File: src/rtl/cpu_pkg.sv
// Shared CPU front-end definitions.
// Contents:
//   XLEN           default address/data width
//   NOP_INST       addi x0,x0,0, presented to ID whenever no usable instruction exists
//   redirect_sel_e encoded winner of the redirect priority chain
package cpu_pkg;

  localparam int XLEN = 32;

  localparam logic [31:0] NOP_INST = 32'h0000_0013;

  typedef enum logic [2:0] {
    RD_NONE = 3'd0,
    RD_TRAP = 3'd1,
    RD_ERET = 3'd2,
    RD_RST  = 3'd3,
    RD_ALU  = 3'd4,
    RD_JMP  = 3'd5
  } redirect_sel_e;

endpackage

File: src/rtl/ifu_fifo.sv
// Small synchronous FIFO used by the fetch unit, both for the response buffer
// {inst, err, pc} and for the PC tags of in-flight requests.
// Ports:
//   i_clk, i_rstn   clock, async active-low reset
//   i_flush         empty the FIFO (wins over push/pop)
//   i_push, i_wdata write one entry (accepted when not full, or when popping)
//   i_pop           drop the head entry (ignored when empty)
//   o_rdata         head entry
//   o_count         current occupancy
module ifu_fifo #(
  parameter int DEPTH = 2,
  parameter int WIDTH = 8
) (
  input  logic                           i_clk,
  input  logic                           i_rstn,
  input  logic                           i_flush,
  input  logic                           i_push,
  input  logic [WIDTH-1:0]               i_wdata,
  input  logic                           i_pop,
  output logic [WIDTH-1:0]               o_rdata,
  output logic [$clog2(DEPTH+1)-1:0]     o_count
);

  localparam int PW = (DEPTH > 1) ? $clog2(DEPTH) : 1;
  localparam int CW = $clog2(DEPTH + 1);

  logic [WIDTH-1:0] r_mem [DEPTH];
  logic [PW-1:0]    r_wp;
  logic [PW-1:0]    r_rp;
  logic [CW-1:0]    r_cnt;
  logic             w_do_pop;
  logic             w_do_push;

  function automatic logic [PW-1:0] next_ptr(input logic [PW-1:0] p);
    if (p == PW'(DEPTH - 1)) begin
      return {PW{1'b0}};
    end else begin
      return p + PW'(1);
    end
  endfunction

  // A full FIFO still accepts a write when the head leaves in the same cycle.
  assign w_do_pop  = i_pop & (r_cnt != {CW{1'b0}});
  assign w_do_push = i_push & ((r_cnt != CW'(DEPTH)) | w_do_pop);

  // Pointer and occupancy bookkeeping.
  always_ff @(posedge i_clk or negedge i_rstn) begin
    if (!i_rstn) begin
      r_wp  <= {PW{1'b0}};
      r_rp  <= {PW{1'b0}};
      r_cnt <= {CW{1'b0}};
    end else if (i_flush) begin
      r_wp  <= {PW{1'b0}};
      r_rp  <= {PW{1'b0}};
      r_cnt <= {CW{1'b0}};
    end else begin
      if (w_do_push) begin
        r_wp <= next_ptr(r_wp);
      end else begin
        r_wp <= r_wp;
      end
      if (w_do_pop) begin
        r_rp <= next_ptr(r_rp);
      end else begin
        r_rp <= r_rp;
      end
      r_cnt <= r_cnt + CW'(w_do_push) - CW'(w_do_pop);
    end
  end

  // Entry storage.
  always_ff @(posedge i_clk or negedge i_rstn) begin
    if (!i_rstn) begin
      for (int i = 0; i < DEPTH; i++) begin
        r_mem[i] <= {WIDTH{1'b0}};
      end
    end else if (w_do_push && !i_flush) begin
      r_mem[r_wp] <= i_wdata;
    end else begin
      r_mem[r_wp] <= r_mem[r_wp];
    end
  end

  assign o_rdata = r_mem[r_rp];
  assign o_count = r_cnt;

endmodule

File: src/rtl/ifu_sva.sv
// Protocol checker for the fetch unit's instruction-memory port.
// Ports:
//   i_clk, i_rstn  clock, async active-low reset
//   i_rvalid       memory response valid
//   i_infl_cnt     number of granted requests not yet answered
module ifu_sva #(
  parameter int CW = 1
) (
  input logic          i_clk,
  input logic          i_rstn,
  input logic          i_rvalid,
  input logic [CW-1:0] i_infl_cnt
);

  // A response with nothing in flight means the memory broke the protocol.
  a_rvalid_needs_request: assert property (
    @(posedge i_clk) disable iff (!i_rstn)
    i_rvalid |-> (i_infl_cnt != {CW{1'b0}})
  );

endmodule

File: src/rtl/ifu.sv
// Instruction fetch stage. Owns the PC, issues word-aligned requests on the
// instruction-memory port and presents {pc, inst, valid, fault} to ID under
// control of the hazard unit's if_stall / if_flush.
// Build option: define IFU_FETCH_BUF_EN for a 2-entry response buffer (two
// requests in flight, 1 IPC at 1-cycle memory latency). Without it a single
// skid entry catches the response returned under stall and only one request
// is in flight.
// Ports:
//   i_clk, i_rstn                 clock, async active-low reset
//   i_if_stall, i_if_flush        hold / invalidate the ID-facing register
//   i_trap_en/i_trap_vec          redirect, highest priority
//   i_eret_en/i_eret_pc           redirect
//   i_restart_en/i_restart_pc     redirect
//   i_pc_alu_en/i_pc_alu          redirect
//   i_pc_jump_en/i_pc_jump        redirect, lowest priority
//   o_imem_req/o_imem_addr        fetch request, handshake with i_imem_gnt
//   i_imem_rvalid/rdata/err       in-order responses
//   o_id_pc/inst/valid/fault      registered output towards ID
module ifu #(
  parameter int              XLEN      = cpu_pkg::XLEN,
  parameter logic [XLEN-1:0] RESET_VEC = {XLEN{1'b0}}
) (
  input  logic            i_clk,
  input  logic            i_rstn,
  input  logic            i_if_stall,
  input  logic            i_if_flush,
  input  logic            i_trap_en,
  input  logic [XLEN-1:0] i_trap_vec,
  input  logic            i_eret_en,
  input  logic [XLEN-1:0] i_eret_pc,
  input  logic            i_restart_en,
  input  logic [XLEN-1:0] i_restart_pc,
  input  logic            i_pc_alu_en,
  input  logic [XLEN-1:0] i_pc_alu,
  input  logic            i_pc_jump_en,
  input  logic [XLEN-1:0] i_pc_jump,
  output logic            o_imem_req,
  output logic [XLEN-1:0] o_imem_addr,
  input  logic            i_imem_gnt,
  input  logic            i_imem_rvalid,
  input  logic [31:0]     i_imem_rdata,
  input  logic            i_imem_err,
  output logic [XLEN-1:0] o_id_pc,
  output logic [31:0]     o_id_inst,
  output logic            o_id_valid,
  output logic            o_id_fault
);

  import cpu_pkg::*;

`ifdef IFU_FETCH_BUF_EN
  localparam int DEPTH = 2;
`else
  localparam int DEPTH = 1;
`endif
  localparam int CW = $clog2(DEPTH + 1);
  localparam int EW = 32 + 1 + XLEN;

  logic                r_run;
  logic [XLEN-1:0]     r_pc;
  logic [1:0]          r_kill_cnt;
  logic                r_id_valid;
  logic                r_id_fault;
  logic [31:0]         r_id_inst;
  logic [XLEN-1:0]     r_id_pc;

  redirect_sel_e       w_redir_sel;
  logic [XLEN-1:0]     w_redir_tgt;
  logic                w_redir;
  logic                w_kill_any;
  logic [XLEN-1:0]     w_fetch_pc;
  logic [2:0]          w_occupancy;
  logic                w_req;
  logic                w_hs;
  logic [CW-1:0]       w_infl_cnt;
  logic [XLEN-1:0]     w_rsp_pc;
  logic                w_rsp_ok;
  logic [CW-1:0]       w_buf_cnt;
  logic                w_buf_empty;
  logic                w_buf_push;
  logic                w_buf_pop;
  logic [EW-1:0]       w_buf_wdata;
  logic [EW-1:0]       w_buf_rdata;
  logic [EW-1:0]       w_ld_entry;
  logic                w_ld_valid;
  logic [31:0]         w_ld_inst;
  logic                w_ld_err;
  logic [XLEN-1:0]     w_ld_pc;

  // Redirect priority chain: trap > eret > restart > alu > jump.
  always_comb begin
    w_redir_sel = RD_NONE;
    if (i_trap_en) begin
      w_redir_sel = RD_TRAP;
    end else if (i_eret_en) begin
      w_redir_sel = RD_ERET;
    end else if (i_restart_en) begin
      w_redir_sel = RD_RST;
    end else if (i_pc_alu_en) begin
      w_redir_sel = RD_ALU;
    end else if (i_pc_jump_en) begin
      w_redir_sel = RD_JMP;
    end else begin
      w_redir_sel = RD_NONE;
    end
  end

  // Target of the winning redirect source.
  always_comb begin
    w_redir_tgt = r_pc;
    case (w_redir_sel)
      RD_TRAP: w_redir_tgt = i_trap_vec;
      RD_ERET: w_redir_tgt = i_eret_pc;
      RD_RST:  w_redir_tgt = i_restart_pc;
      RD_ALU:  w_redir_tgt = i_pc_alu;
      RD_JMP:  w_redir_tgt = i_pc_jump;
      default: w_redir_tgt = r_pc;
    endcase
  end

  assign w_redir    = (w_redir_sel != RD_NONE);
  assign w_kill_any = w_redir | i_if_flush;

  // The redirect target bypasses r_pc so the request in this very cycle
  // (granted or not) already points into the new stream.
  assign w_fetch_pc = w_redir_tgt & {{(XLEN-2){1'b1}}, 2'b00};

  // Killed responses still occupy a slot until they return, so they count here.
  assign w_occupancy = 3'(w_infl_cnt) + 3'(w_buf_cnt);
  assign w_req       = r_run & (w_occupancy < 3'(DEPTH));
  assign w_hs        = w_req & i_imem_gnt;

  assign o_imem_req  = w_req;
  assign o_imem_addr = w_fetch_pc;

  // PC tags of granted requests; responses come back in order.
  ifu_fifo #(
    .DEPTH (DEPTH),
    .WIDTH (XLEN)
  ) u_tag_fifo (
    .i_clk   (i_clk),
    .i_rstn  (i_rstn),
    .i_flush (1'b0),
    .i_push  (w_hs),
    .i_wdata (w_fetch_pc),
    .i_pop   (i_imem_rvalid),
    .o_rdata (w_rsp_pc),
    .o_count (w_infl_cnt)
  );

  // A response arriving together with a redirect/flush is old-stream data too.
  assign w_rsp_ok = i_imem_rvalid & (r_kill_cnt == 2'd0) & ~w_kill_any;

  // Responses queue behind older buffered words to keep program order.
  assign w_buf_push  = w_rsp_ok & (i_if_stall | ~w_buf_empty);
  assign w_buf_pop   = ~i_if_stall & ~w_buf_empty & ~i_if_flush;
  assign w_buf_wdata = {i_imem_rdata, i_imem_err, w_rsp_pc};
  assign w_buf_empty = (w_buf_cnt == {CW{1'b0}});

  ifu_fifo #(
    .DEPTH (DEPTH),
    .WIDTH (EW)
  ) u_rsp_fifo (
    .i_clk   (i_clk),
    .i_rstn  (i_rstn),
    .i_flush (i_if_flush),
    .i_push  (w_buf_push),
    .i_wdata (w_buf_wdata),
    .i_pop   (w_buf_pop),
    .o_rdata (w_buf_rdata),
    .o_count (w_buf_cnt)
  );

  assign w_ld_entry = w_buf_empty ? w_buf_wdata : w_buf_rdata;
  assign w_ld_valid = ~w_buf_empty | w_rsp_ok;
  assign {w_ld_inst, w_ld_err, w_ld_pc} = w_ld_entry;

  // Fetch enable rises on the first clock after reset release.
  always_ff @(posedge i_clk or negedge i_rstn) begin
    if (!i_rstn) begin
      r_run <= 1'b0;
    end else begin
      r_run <= 1'b1;
    end
  end

  // Program counter: advance on handshake, otherwise park on a redirect target.
  always_ff @(posedge i_clk or negedge i_rstn) begin
    if (!i_rstn) begin
      r_pc <= RESET_VEC;
    end else if (w_hs) begin
      r_pc <= w_fetch_pc + XLEN'(32'd4);
    end else if (w_redir) begin
      r_pc <= w_fetch_pc;
    end else begin
      r_pc <= r_pc;
    end
  end

  // Count of old-stream responses still to be discarded.
  always_ff @(posedge i_clk or negedge i_rstn) begin
    if (!i_rstn) begin
      r_kill_cnt <= 2'd0;
    end else if (w_kill_any) begin
      // A grant in this cycle is not yet in w_infl_cnt, so it stays alive.
      if (i_imem_rvalid && (w_infl_cnt != {CW{1'b0}})) begin
        r_kill_cnt <= 2'(w_infl_cnt) - 2'd1;
      end else begin
        r_kill_cnt <= 2'(w_infl_cnt);
      end
    end else if (i_imem_rvalid && (r_kill_cnt != 2'd0)) begin
      r_kill_cnt <= r_kill_cnt - 2'd1;
    end else begin
      r_kill_cnt <= r_kill_cnt;
    end
  end

  // ID-facing register: flush beats stall beats load.
  always_ff @(posedge i_clk or negedge i_rstn) begin
    if (!i_rstn) begin
      r_id_valid <= 1'b0;
      r_id_fault <= 1'b0;
      r_id_inst  <= NOP_INST;
      r_id_pc    <= {XLEN{1'b0}};
    end else if (i_if_flush) begin
      r_id_valid <= 1'b0;
      r_id_fault <= 1'b0;
      r_id_inst  <= NOP_INST;
      r_id_pc    <= r_id_pc;
    end else if (!i_if_stall) begin
      if (w_ld_valid) begin
        r_id_valid <= 1'b1;
        r_id_fault <= w_ld_err;
        r_id_inst  <= w_ld_err ? NOP_INST : w_ld_inst;
        r_id_pc    <= w_ld_pc;
      end else begin
        r_id_valid <= 1'b0;
        r_id_fault <= 1'b0;
        r_id_inst  <= NOP_INST;
        r_id_pc    <= r_id_pc;
      end
    end else begin
      r_id_valid <= r_id_valid;
      r_id_fault <= r_id_fault;
      r_id_inst  <= r_id_inst;
      r_id_pc    <= r_id_pc;
    end
  end

  assign o_id_valid = r_id_valid;
  assign o_id_fault = r_id_fault;
  assign o_id_inst  = r_id_inst;
  assign o_id_pc    = r_id_pc;

  ifu_sva #(
    .CW (CW)
  ) u_sva (
    .i_clk      (i_clk),
    .i_rstn     (i_rstn),
    .i_rvalid   (i_imem_rvalid),
    .i_infl_cnt (w_infl_cnt)
  );

endmodule

File: config.mk
export PLATFORM = sky130hd
export DESIGN_NAME = ifu
export DESIGN_NICKNAME = d
export VERILOG_FILES = /design/src/rtl/cpu_pkg.sv /design/src/rtl/ifu_fifo.sv /design/src/rtl/ifu_sva.sv /design/src/rtl/ifu.sv
export SDC_FILE = /design/constraint.sdc
export NUM_CORES = 1
export LEC_CHECK = 0
export BUFFER_PORTS_ARGS = -buffer_cell sky130_fd_sc_hd__buf_2
export CAP_MARGIN = 20
export CORE_MARGIN = 3
export CORE_UTILIZATION = 40
export CTS_CLUSTER_DIAMETER = 60
export CTS_CLUSTER_SIZE = 10
export DETAILED_ROUTE_END_ITERATION = 16
export PLACE_DENSITY = 0.73
export SYNTH_ARGS = -nofsm -noshare
export SYNTH_HDL_FRONTEND = slang
export SYNTH_SLANG_ARGS = --single-unit
File: constraint.sdc
create_clock -name i_clk -period 2.2 [get_ports i_clk]
set_input_delay 0.33 -clock i_clk [delete_from_list [all_inputs] [get_ports i_clk]]
set_output_delay 0.33 -clock i_clk [all_outputs]
set_load 0.005 [all_outputs]
==> After elaboration in Yosys (flattened, before gate mapping) <==
Cells that the tools add are included.
{ "totals": {"input_bits": 204, "register_bits": 204, "output_inout_bits": 99, "wordCells": 118} }
{ "op_classes": {"bitwise_logic": 21, "mux": 43, "magnitude_cmp": 7, "eq_ne": 6, "add_sub_neg": 12, "reduce_logical": 14} }
{ "ops": {"columns": ["op", "count"], "rows": [
  ["65-bit 2-to-1 mux", 5],
  ["32-bit 2-to-1 mux", 10],
  ["32-bit case mux with 5 select lines", 1],
  ["65-bit bitwise mux", 2],
  ["32-bit bitwise mux", 2],
  ["32-bit by 3-bit adder with 32-bit output, second input constant", 1],
  ["1-bit 2-to-1 mux", 15],
  ["3-bit 2-to-1 mux", 5],
  ["1-bit AND", 11],
  ["2-bit nonzero test", 5],
  ["3-bit by 2-bit == test with 1-bit output, second input constant", 2],
  ["3-bit == test, second input constant", 2],
  ["2-bit 2-to-1 mux", 3],
  ["1-bit logical AND", 5],
  ["1-bit NOT", 5],
  ["1-bit bitwise OR", 5],
  ["1-bit adder, second input constant", 4],
  ["1-bit < comparator, second input constant", 4],
  ["3-bit by 1-bit == test with 1-bit output, second input constant", 1],
  ["3-bit AND reduction", 1],
  ["3-bit nonzero test", 1],
  ["1-bit adder", 2],
  ["1-bit by 1-bit adder with 2-bit output", 1],
  ["1-bit greater-or-equal comparator, second input constant", 2],
  ["other kinds (7)", 8]
]} }

==> Logic depth before layout (Yosys ltp) <==
Gate-level depths: netlist (run 1).
{ "logic_depth": {"word_depth": 14, "depth_mapped": 15, "mapped_depth_nobuf": 11} }

==> By module <==
Synthesis (run 1) repeated with hierarchy kept, for this count alone.
{ "hier_totals": {"cells_unflattened": 921, "hier_area_um2": 10637.7} }
{ "by_module_without_submodules": {"columns": ["module", "cells_per_inst", "instances", "area_per_inst_um2", "seq_area_each_um2"], "rows": [
  ["ifu", 705, 1, 6591.3, 2481.1],
  ["ifu_fifo at u_rsp_fifo", 143, 1, 2668.8, 1651.6],
  ["ifu_fifo at u_tag_fifo", 73, 1, 1377.6, 825.8]
]} }

==> Worst setup path before layout (run 1) <==
Ideal clock, no wire load.
{ "synth_timing": {"kind": "input to register", "from": "input i_pc_alu_en", "to": "register r_pc[22]", "setup_time_ns": 0.121, "cell_stages": 15, "required_time_ns": 2.079, "arrival_time_ns": 3.020, "setup_slack_ns": -0.940, "path_cell_list": "buf_4 or2_2 clkbuf_1 or2_1 buf_6 buf_2 buf_2 o21ai_0 inv_1 ha_1 nand2_1 or4b_1 or4_4 a211oi_2 nor2_1"} }
{ "synth_via": {"elab_chain_len": 8} }
{ "synth_lines": {"columns": ["item", "line_no", "source"], "rows": [
  ["from (decl)", "ifu.sv:33", "input logic i_pc_alu_en,"],
  ["3-bit 2-to-1 mux *", "ifu.sv:99", "end else if (i_pc_alu_en) begin"],
  ["3-bit 2-to-1 mux *", "ifu.sv:97", "end else if (i_restart_en) begin"],
  ["3-bit 2-to-1 mux *", "ifu.sv:95", "end else if (i_eret_en) begin"],
  ["3-bit 2-to-1 mux *", "ifu.sv:93", "if (i_trap_en) begin"],
  ["3-bit == test (tied with other cells)", "ifu.sv:111", "case (w_redir_sel)"],
  ["32-bit case mux with 5 select lines *", "ifu.sv:111", null],
  ["named net o_imem_addr[2]", "ifu.sv:38", "output logic [XLEN-1:0] o_imem_addr,"],
  ["32-bit by 3-bit adder with 32-bit output *", "ifu.sv:192", "r_pc <= w_fetch_pc + XLEN'(32'd4);"],
  ["32-bit 2-to-1 mux *", "ifu.sv:191", "end else if (w_hs) begin"],
  ["to (signal assigned)", "ifu.sv:192", null],
  ["to (signal assigned)", "ifu.sv:194", "r_pc <= w_fetch_pc;"],
  ["to (signal assigned)", "ifu.sv:196", "r_pc <= r_pc;"],
  ["to (decl)", "ifu.sv:60", "logic [XLEN-1:0] r_pc;"]
]} }
Mark *: on every way through the listed nets, which the timed path passes. The rest lies on a longest branch. The select of a mux whose other input is x is not followed.
A chain may end at the register's enable or synchronous reset.

==> Worst setup path in the final report (run 1) <==
{ "layout_timing": {"from": "input i_eret_en", "to": "register r_pc[29]"} }
{ "layout_via": {"elab_chain_len": 6} }
{ "layout_lines": {"columns": ["item", "line_no", "source"], "rows": [
  ["from (decl)", "ifu.sv:29", "input logic i_eret_en,"],
  ["3-bit 2-to-1 mux *", "ifu.sv:95", null],
  ["3-bit 2-to-1 mux *", "ifu.sv:93", null],
  ["3-bit == test (tied with other cells)", "ifu.sv:111", null],
  ["32-bit case mux with 5 select lines", "ifu.sv:111", null],
  ["32-bit by 3-bit adder with 32-bit output / 32-bit 2-to-1 mux (equally long branches)", "ifu.sv:192, ifu.sv:193", null],
  ["32-bit 2-to-1 mux", "ifu.sv:191", null]
]} }
Mark *: on every way between the ends. The rest lies on a longest branch, timed or not. The select of a mux whose other input is x is not followed.

==> results.md, run 1 <==
* Synth Register Bits at about 190
* H-tree Lvls at 4
* Tcrit/Tclk final at 105.0%
* Most frequent cells in the layout: buf_2, dfrtp_1, buf_4
* GRT Util Overall at 24.05%
* IO Pins at 303
* Clock network fraction of design power at between 30% and 40%
* Crit start category: input port
* First-pass GRT wire length at around 49000 um
* WHS at roughly 0.14 ns
* Synth warnings at 0
* Wire per inst at 19.67 um
* RSZ-0062 raised after global routing: yes
* Post-Syn Area at ~0.0098 mm^2
* Die Height at 162.5 um
* Routability congestion estimate at around 0.9
* EDFF count, synth at 0
* Drt first pass iters at 5
* Rel. slew slack at between 60% and 70%
* Post-Place Cells at ~1600
* Filler cell count in the final layout at 1843
* Area Overhead vs Synth at 52.11%
* Nets at roughly 1600
* Worst EP arrival at approximately 2.7 ns
* Largest net degree at the start of global routing at 58
* Max-slew violations at 0
* Initial drt markers at around 650
* Reg clk slew, reported paths at approximately 0.08 ns
* Syn avg cell area at 10.29 um^2
* Vias per inst at 5.317
* Via count at between 9000 and 10000
* Worst-path fanout max at 6
* Port Buf Inserts at between 200 and 300
* Fmax at approximately 430 MHz
* Die W at 162.5 um
* Post-route ant nets at 0
* P_sw at roughly 0.0027 W
* Max Cap Violations at 0
* Post-synthesis sequential area ratio at between 40 and 50%
* Library cells used by synthesis at 66
* Final worst slack at -0.1101 ns
* Initial Util at between 40% and 50%
* Leakage at 7.173 nW
* Initial antenna violation count at 3
* Vias in the first global route at 9126
* Die Area at between 0.02 and 0.03 mm^2
* Pwr dens at around 630 mW/mm^2
* Worst-skew pair later-pin latency at 0.44 ns
* Worst Skew at between 0.015 and 0.02 ns
* Sw frac at 29.16%
* Measured slew at the worst slew-check pin at a little under 0.5 ns
* Synth Instances at 952
* Total wire length at approximately 34000 um
* Synth Flop Type: dfrtp_1
* CTS root buf: clkbuf_16
* Critical Path RT at approximately 2.5 ns
* Remaining Overflow, GRT at 0
* Crit Path Class: input port to flip-flop
* Reg2reg path depth at 9
* Hpwl dp at between 20000 and 25000 um
* Site row count at 56
* # setup viols final at 75
* Hold Path Stages at 2
* Worst reg2reg setup slack at -0.11 ns
* Final Hold Viols at 0
* Period minus WS final at 2.310 ns
* Failing checks: setup timing
* Worst hold path class: input port to flip-flop
* Async SR Flop Fraction at 100.0%
* Status: finished, violations left
* P_int at approximately 0.0066 W
* TritonCTS clock tree: built
* Fin cells at 1747
* Drt drc at 0
* Seq pwr share at 44.0%
* Comb power frac at 22.4%
* Proportion of layout cells with a drive suffix above 1 at 49.54%
* Max VDD drop at between 400 and 500 uV
* # clock sinks at approximately 190
* CTS Buf Count at 17
* Commonest non-fill, non-tap cell in the layout: buf_2
* Core ar. at about 0.024 mm^2
* CP Capture Type: flip-flop
* Max clock buf depth at 2
stage by stage:
stage	instance area, um^2	TNS (ns)	setup WS, ns	utilization, %	total power (W)
finish	14890	-2.300	-0.1101	62.71	0.009377
global route	14890	-6.599	-0.1985	62.68	0.009810
CTS	14090	-0.7444	-0.06814	59.32	0.009249
detailed placement	12660	-63.39	-0.6824	53.28	0.005893
global placement	12660	-56.93	-0.6634	53.28	0.005836
floorplan	10050	-26.68	-0.6322	-	0.004953
flip-flops by register name, summed over array words and instances, names as in the netlist:
register	count
u_rsp_fifo.o_count	1
u_tag_fifo.o_count	1
u_rsp_fifo.r_mem	63
r_kill_cnt	2
o_id_pc	30
r_run	1
u_tag_fifo.r_mem	30
r_pc	30
o_id_valid	1
o_id_fault	1
o_id_inst	32
cells in the mapped netlist (4+ instances only):
master	instances	area share [%]
dfrtp_1	189	48
nand2_1	134	5.1
mux2i_1	67	6.8
mux2_2	65	7.5
a21oi_1	51	2.6
clkbuf_1	51	2.0
nor2_1	49	1.9
o21ai_0	42	2.1
inv_1	32	1.2
a32oi_1	25	2.2
xnor2_1	25	2.2
nor3_1	23	1.2
nand3b_1	22	1.7
a22o_1	17	1.5
buf_2	12	0.61
nand3_1	12	0.61
a31oi_2	10	1.3
nand4_1	9	0.57
a21o_1	7	0.54
nor2b_1	7	0.45
a31oi_1	6	0.38
buf_4	6	0.46
nand2b_1	6	0.38
nor4_1	6	0.38
a22oi_1	5	0.38
o211ai_1	5	0.38
xor2_1	4	0.36
area by class of cell:
type                       count  area (um^2)  share of cell area (%)
inverter                      32        120.1                  0.8064
clock inverter                14        165.2                   1.109
timing repair buffer         513         3822                   25.66
tap                          319        399.1                   2.680
sequential                   192         4812                   32.31
antenna                        3        7.507                 0.05040
clock buffer                  18        439.2                   2.949
multi-input combinational    656         5129                   34.43
power by group through the flow:
stage / clock (W) / combinational [W] / sequential (W)
final: 0.00315 / 0.00210 / 0.00413
after global routing: 0.00337 / 0.00226 / 0.00417
after CTS: 0.00321 / 0.00192 / 0.00412
after detailed placement: 0 / 0.00171 / 0.00418
after global placement: 0 / 0.00168 / 0.00416
after floorplan: 0 / 0.000823 / 0.00413
critical path, stage by stage:
cell and delay [ns]:
buf_8 0.10, or3_4 0.40, or2_4 0.31, buf_12 0.16, buf_12 0.15, a31oi_4 0.18, nand2_2 0.09, buf_6 0.13
nor4_4 0.29, buf_6 0.19, nand4_1 0.11, xnor2_1 0.19
what timing repair did:
item / in CTS / in global routing
gates cloned: 2 / 9
pin swaps: 38 / 45
setup buffers: 47 / 32
endpoints found under the setup margin: 115 / 121
resized for setup: 100 / 82
hold buffers: 1 / 0
endpoints found under the hold margin: 48 / 0
cells by family after synthesis:
kind of cell,after synthesis,share of synthesized area [%]
AOI/OAI and AO/OA,193,14.18
adders and majority gates,2,0.2555
buffers and inverters,107,4.715
muxes,132,14.32
DFF,192,49.11
and+or+nand+nor,295,14.75
other,2,0.07670
xor gates and xnor gates,29,2.594
routing by layer:
metal / GRT usage (%) / up-vias / wire length, um
met5: 0 / - / 23
li1: - / 4314 / -
met4: 8.686 / 4 / 1075
met2: 41.31 / 415 / 17150
met1: 29.93 / 4478 / 13920
met3: 5.188 / 77 / 2187
worst paths after layout:
path	from	end
hold / removal	i_imem_rdata[28]	u_rsp_fifo.r_mem[61]$_DFFE_PN0P_
setup / recovery	i_eret_en	r_pc[29]$_DFFE_PN0P_
setup reg to reg	u_rsp_fifo.o_count$_DFF_PN0_	r_pc[28]$_DFFE_PN0P_
max in group asynchronous	i_rstn	o_id_inst[29]$_DFFE_PN0P_
hold reg to reg	o_id_inst[28]$_DFFE_PN0P_	o_id_inst[28]$_DFFE_PN0P_
min in group asynchronous	i_rstn	o_id_inst[6]$_DFFE_PN0P_
(Power assumes the default switching activity.)
==> run 2, diff against run 1 <==
--- a/config.mk
+++ b/config.mk
@@ -7,12 +7,13 @@
 export LEC_CHECK = 0
 export BUFFER_PORTS_ARGS = -buffer_cell sky130_fd_sc_hd__buf_2
 export CAP_MARGIN = 20
+export CORE_ASPECT_RATIO = 0.8
 export CORE_MARGIN = 3
-export CORE_UTILIZATION = 40
+export CORE_UTILIZATION = 47
 export CTS_CLUSTER_DIAMETER = 60
 export CTS_CLUSTER_SIZE = 10
 export DETAILED_ROUTE_END_ITERATION = 16
-export PLACE_DENSITY = 0.73
+export PLACE_DENSITY = 0.83
 export SYNTH_ARGS = -nofsm -noshare
 export SYNTH_HDL_FRONTEND = slang
 export SYNTH_SLANG_ARGS = --single-unit
==> run 2 against run 1 <==
- the run still ends with setup timing left
- maximum frequency decreased by 0.86%
- die area shrank 14%
- sequential share of layout area up 1.3 points
- utilization increased by 8.4 points
- first-iteration DRC count shrank 2.9%
- clock skew is 0.0062 ns lower
- critical path type unchanged
- total power fell by 1.3%
- hold slack improved by 0.0015 ns
==> results.md, run 2 (synthesis gave the netlist of run 1 again) <==
* Period minus WS final at 2.330 ns (+0.02013 ns)
* Drt first pass iters at 6 (+1)
* Post-route ant nets at 0 (unchanged)
* Worst-skew pair later-pin latency at 0.43 ns (about the same)
* Total wire length at 34730 um (+1.1%)
* Critical Path RT at 2.52 ns (-0.02 ns)
* Post-place setup slack at -0.6139 ns (+0.06853 ns)
* GRT met1 Usage at 36.66% (+6.7 points)
* Most frequent cells in the layout: buf_2, dfrtp_1, buf_4
* Max reg flops at 63 (unchanged)
* Worst hold path class: input port to flip-flop
* First-pass GRT wire length at 50800 um (+3.0%)
* Tcrit/Tclk final at 105.9% (+0.92 points)
* Core ar. at 0.02014 mm^2 (-15%)
* Setup TNS at -1.297 ns (+1.003 ns)
* Routability congestion estimate at 0.9504 (+6.1%)
* Max clock buf depth at 2 (unchanged)
* Met2 Usage GRT at 49.51% (+8.2 points)
* Site row count at 46 (-18%)
* Diode count at 0 (-3)
* Crit start category: input port
* Busiest grt layer: met2
* Hold Path Stages at 2 (unchanged)
* Worst-path fanout max at 5 (-1)
* Hpwl dp at 24500 um (+3.3%)
* Die Area at 0.02261 mm^2 (-14%)
* Failing checks: setup timing
* R2r endpoint: r_pc[27]$_DFFE_PN0P_
* Initial antenna violation count at 5 (+2)
* Worst Skew at 0.01061 ns (-0.006171 ns)
* Reg2reg path depth at 9 (unchanged)
* Worst EP arrival at 2.65 ns (about the same)
* CTS root buf: clkbuf_16
* Nets at 1578 (-2.5%)
* TritonCTS clock tree: built
* CP Capture Type: flip-flop
* Initial Util at 48.61% (+7.4 points)
* Vias in the first global route at 9185 (+0.65%)
* # clock sinks at 192 (unchanged)
* Initial drt markers at 632 (-2.9%)
* CTS Buf Count at 17 (unchanged)
* Max Cap Violations at 0 (unchanged)
* Met3 usage at 5.795% (+0.61 points)
* Die W at 167.4 um (+3.0%)
* Drt drc at 0 (unchanged)
* Largest net degree at the start of global routing at 56 (-3.4%)
* Reg-to-Reg Start: u_rsp_fifo.o_count$_DFF_PN0_
* Port Buf Inserts at 288 (unchanged)
* Remaining Overflow, GRT at 0 (unchanged)
* Max VDD drop at 504.3 uV (+1.4%)
* Wire per inst at 21.06 um (+7.1%)
* Die Height at 135.1 um (-17%)
* Pwr dens at 646.3 mW/mm^2 (+2.7%)
* Crit Path Class: input port to flip-flop
* # setup viols final at 27 (-64%)
* H-tree Lvls at 4 (unchanged)
* Final worst slack at -0.1303 ns (-0.02013 ns)
* Commonest non-fill, non-tap cell in the layout: buf_2
* Leakage at 6.877 nW (-4.1%)
* Reg clk slew, reported paths at 0.08 ns (about the same)
* Worst reg2reg setup slack at -0.08 ns (+0.03 ns)
* Via count at 9444 (+1.7%)
* IO Pins at 303 (unchanged)
* RSZ-0062 raised after global routing: yes
* Final Hold Viols at 0 (unchanged)
* Hold path endpoint: u_rsp_fifo.r_mem[39]$_DFFE_PN0P_
* Status: finished, violations left
* Area Overhead vs Synth at 46.18%
* GRT Util Overall at 28.86% (+4.8 points)
* Fmax at 429.1 MHz (-0.86%)
* Largest Register: u_rsp_fifo.r_mem
* Proportion of layout cells with a drive suffix above 1 at 49.10% (-0.45 points)
* Vias per inst at 5.727 (+7.7%)
* Max-slew violations at 0 (unchanged)
* Hold Startpoint: i_imem_rdata[6]
==> run 2: cell types whose count changed in the layout (fill, tap and decap cells not counted), sizes merged <==
cell and delta:
bufinv -1, clkinv +1, diode -3, clkinvlp +2
inv -1, clkbuf -7, buf -34
==> run 2: stage by stage <==
stage	total power [W]	hold WS, ns	utilization [%]	std cells	area, um^2
after floorplan	0.004953	0.03441	-	955	10050
after global placement	0.005819	0.3171	62.19	1568	12530
after detailed placement	0.005885	0.3211	62.19	1568	12530
after CTS	0.009076	0.1238	67.52	1621	13600
after global routing	0.009616	0.1251	71.06	1649	14310
final	0.009251	0.1398	71.06	1649	14310
==> run 2: worst max-delay path by stage <==
stage / depth (start not counted) / to / slack, ns / startpoint
2_1_floorplan: 14 / r_pc[22]$_DFFE_PN0P_ / -0.63 / i_trap_en
3_3_place_gp: 11 / r_pc[31]$_DFFE_PN0P_ / -0.57 / i_restart_en
3_5_place_dp: 12 / r_pc[22]$_DFFE_PN0P_ / -0.61 / i_restart_en
4_1_cts: 7 / r_pc[22]$_DFFE_PN0P_ / -0.08 / u_rsp_fifo.o_count$_DFF_PN0_
5_1_grt: 13 / r_pc[27]$_DFFE_PN0P_ / -0.17 / i_eret_en
6_report: 12 / r_pc[22]$_DFFE_PN0P_ / -0.13 / i_trap_en
==> run 2: what timing repair did <==
action,in CTS,in global routing
gates cloned,2,1
hold buffers,1,0
hold endpoints to repair,46,0
buffers inserted,19,28
endpoints found under the setup margin,112,103
resized for setup,66,96
pin swaps,18,34
==> run 2: per-layer routing <==
metal | routed length, um | vias up
met1 | 13790 | 4603
met4 | 1593 | 2
met5 | 12 | -
met2 | 16950 | 490
li1 | - | 4221
met3 | 2378 | 128
==> run 2: critical path, stage by stage <==
cell and delay, ns:
buf_12 0.11, or3_4 0.41, a21oi_2 0.12, a211o_1 0.18, nand2_2 0.10, inv_2 0.10
ha_4 0.15, nand2_2 0.05, or4b_1 0.46, or4_4 0.45, a211oi_2 0.15, nor2_1 0.05
==> run 2: cell type report <==
type | count | area (um^2)
clock buffers | 17 | 425.4
repair buffers | 473 | 3236
fillers | 1399 | 5831
multi-input cells | 656 | 5221
well taps | 264 | 330.3
inverters | 32 | 120.1
clock inverters | 15 | 168.9
flip-flops and latches | 192 | 4812
==> run 2: report_power, final <==
group | switching [W] | internal [W] | leakage [nW] | total, W
Clock | 0.00157 | 0.00153 | 0.283 | 0.00310
Sequential | 0.000236 | 0.00389 | 2.51 | 0.00413
Combinational | 0.00103 | 0.000993 | 4.08 | 0.00202
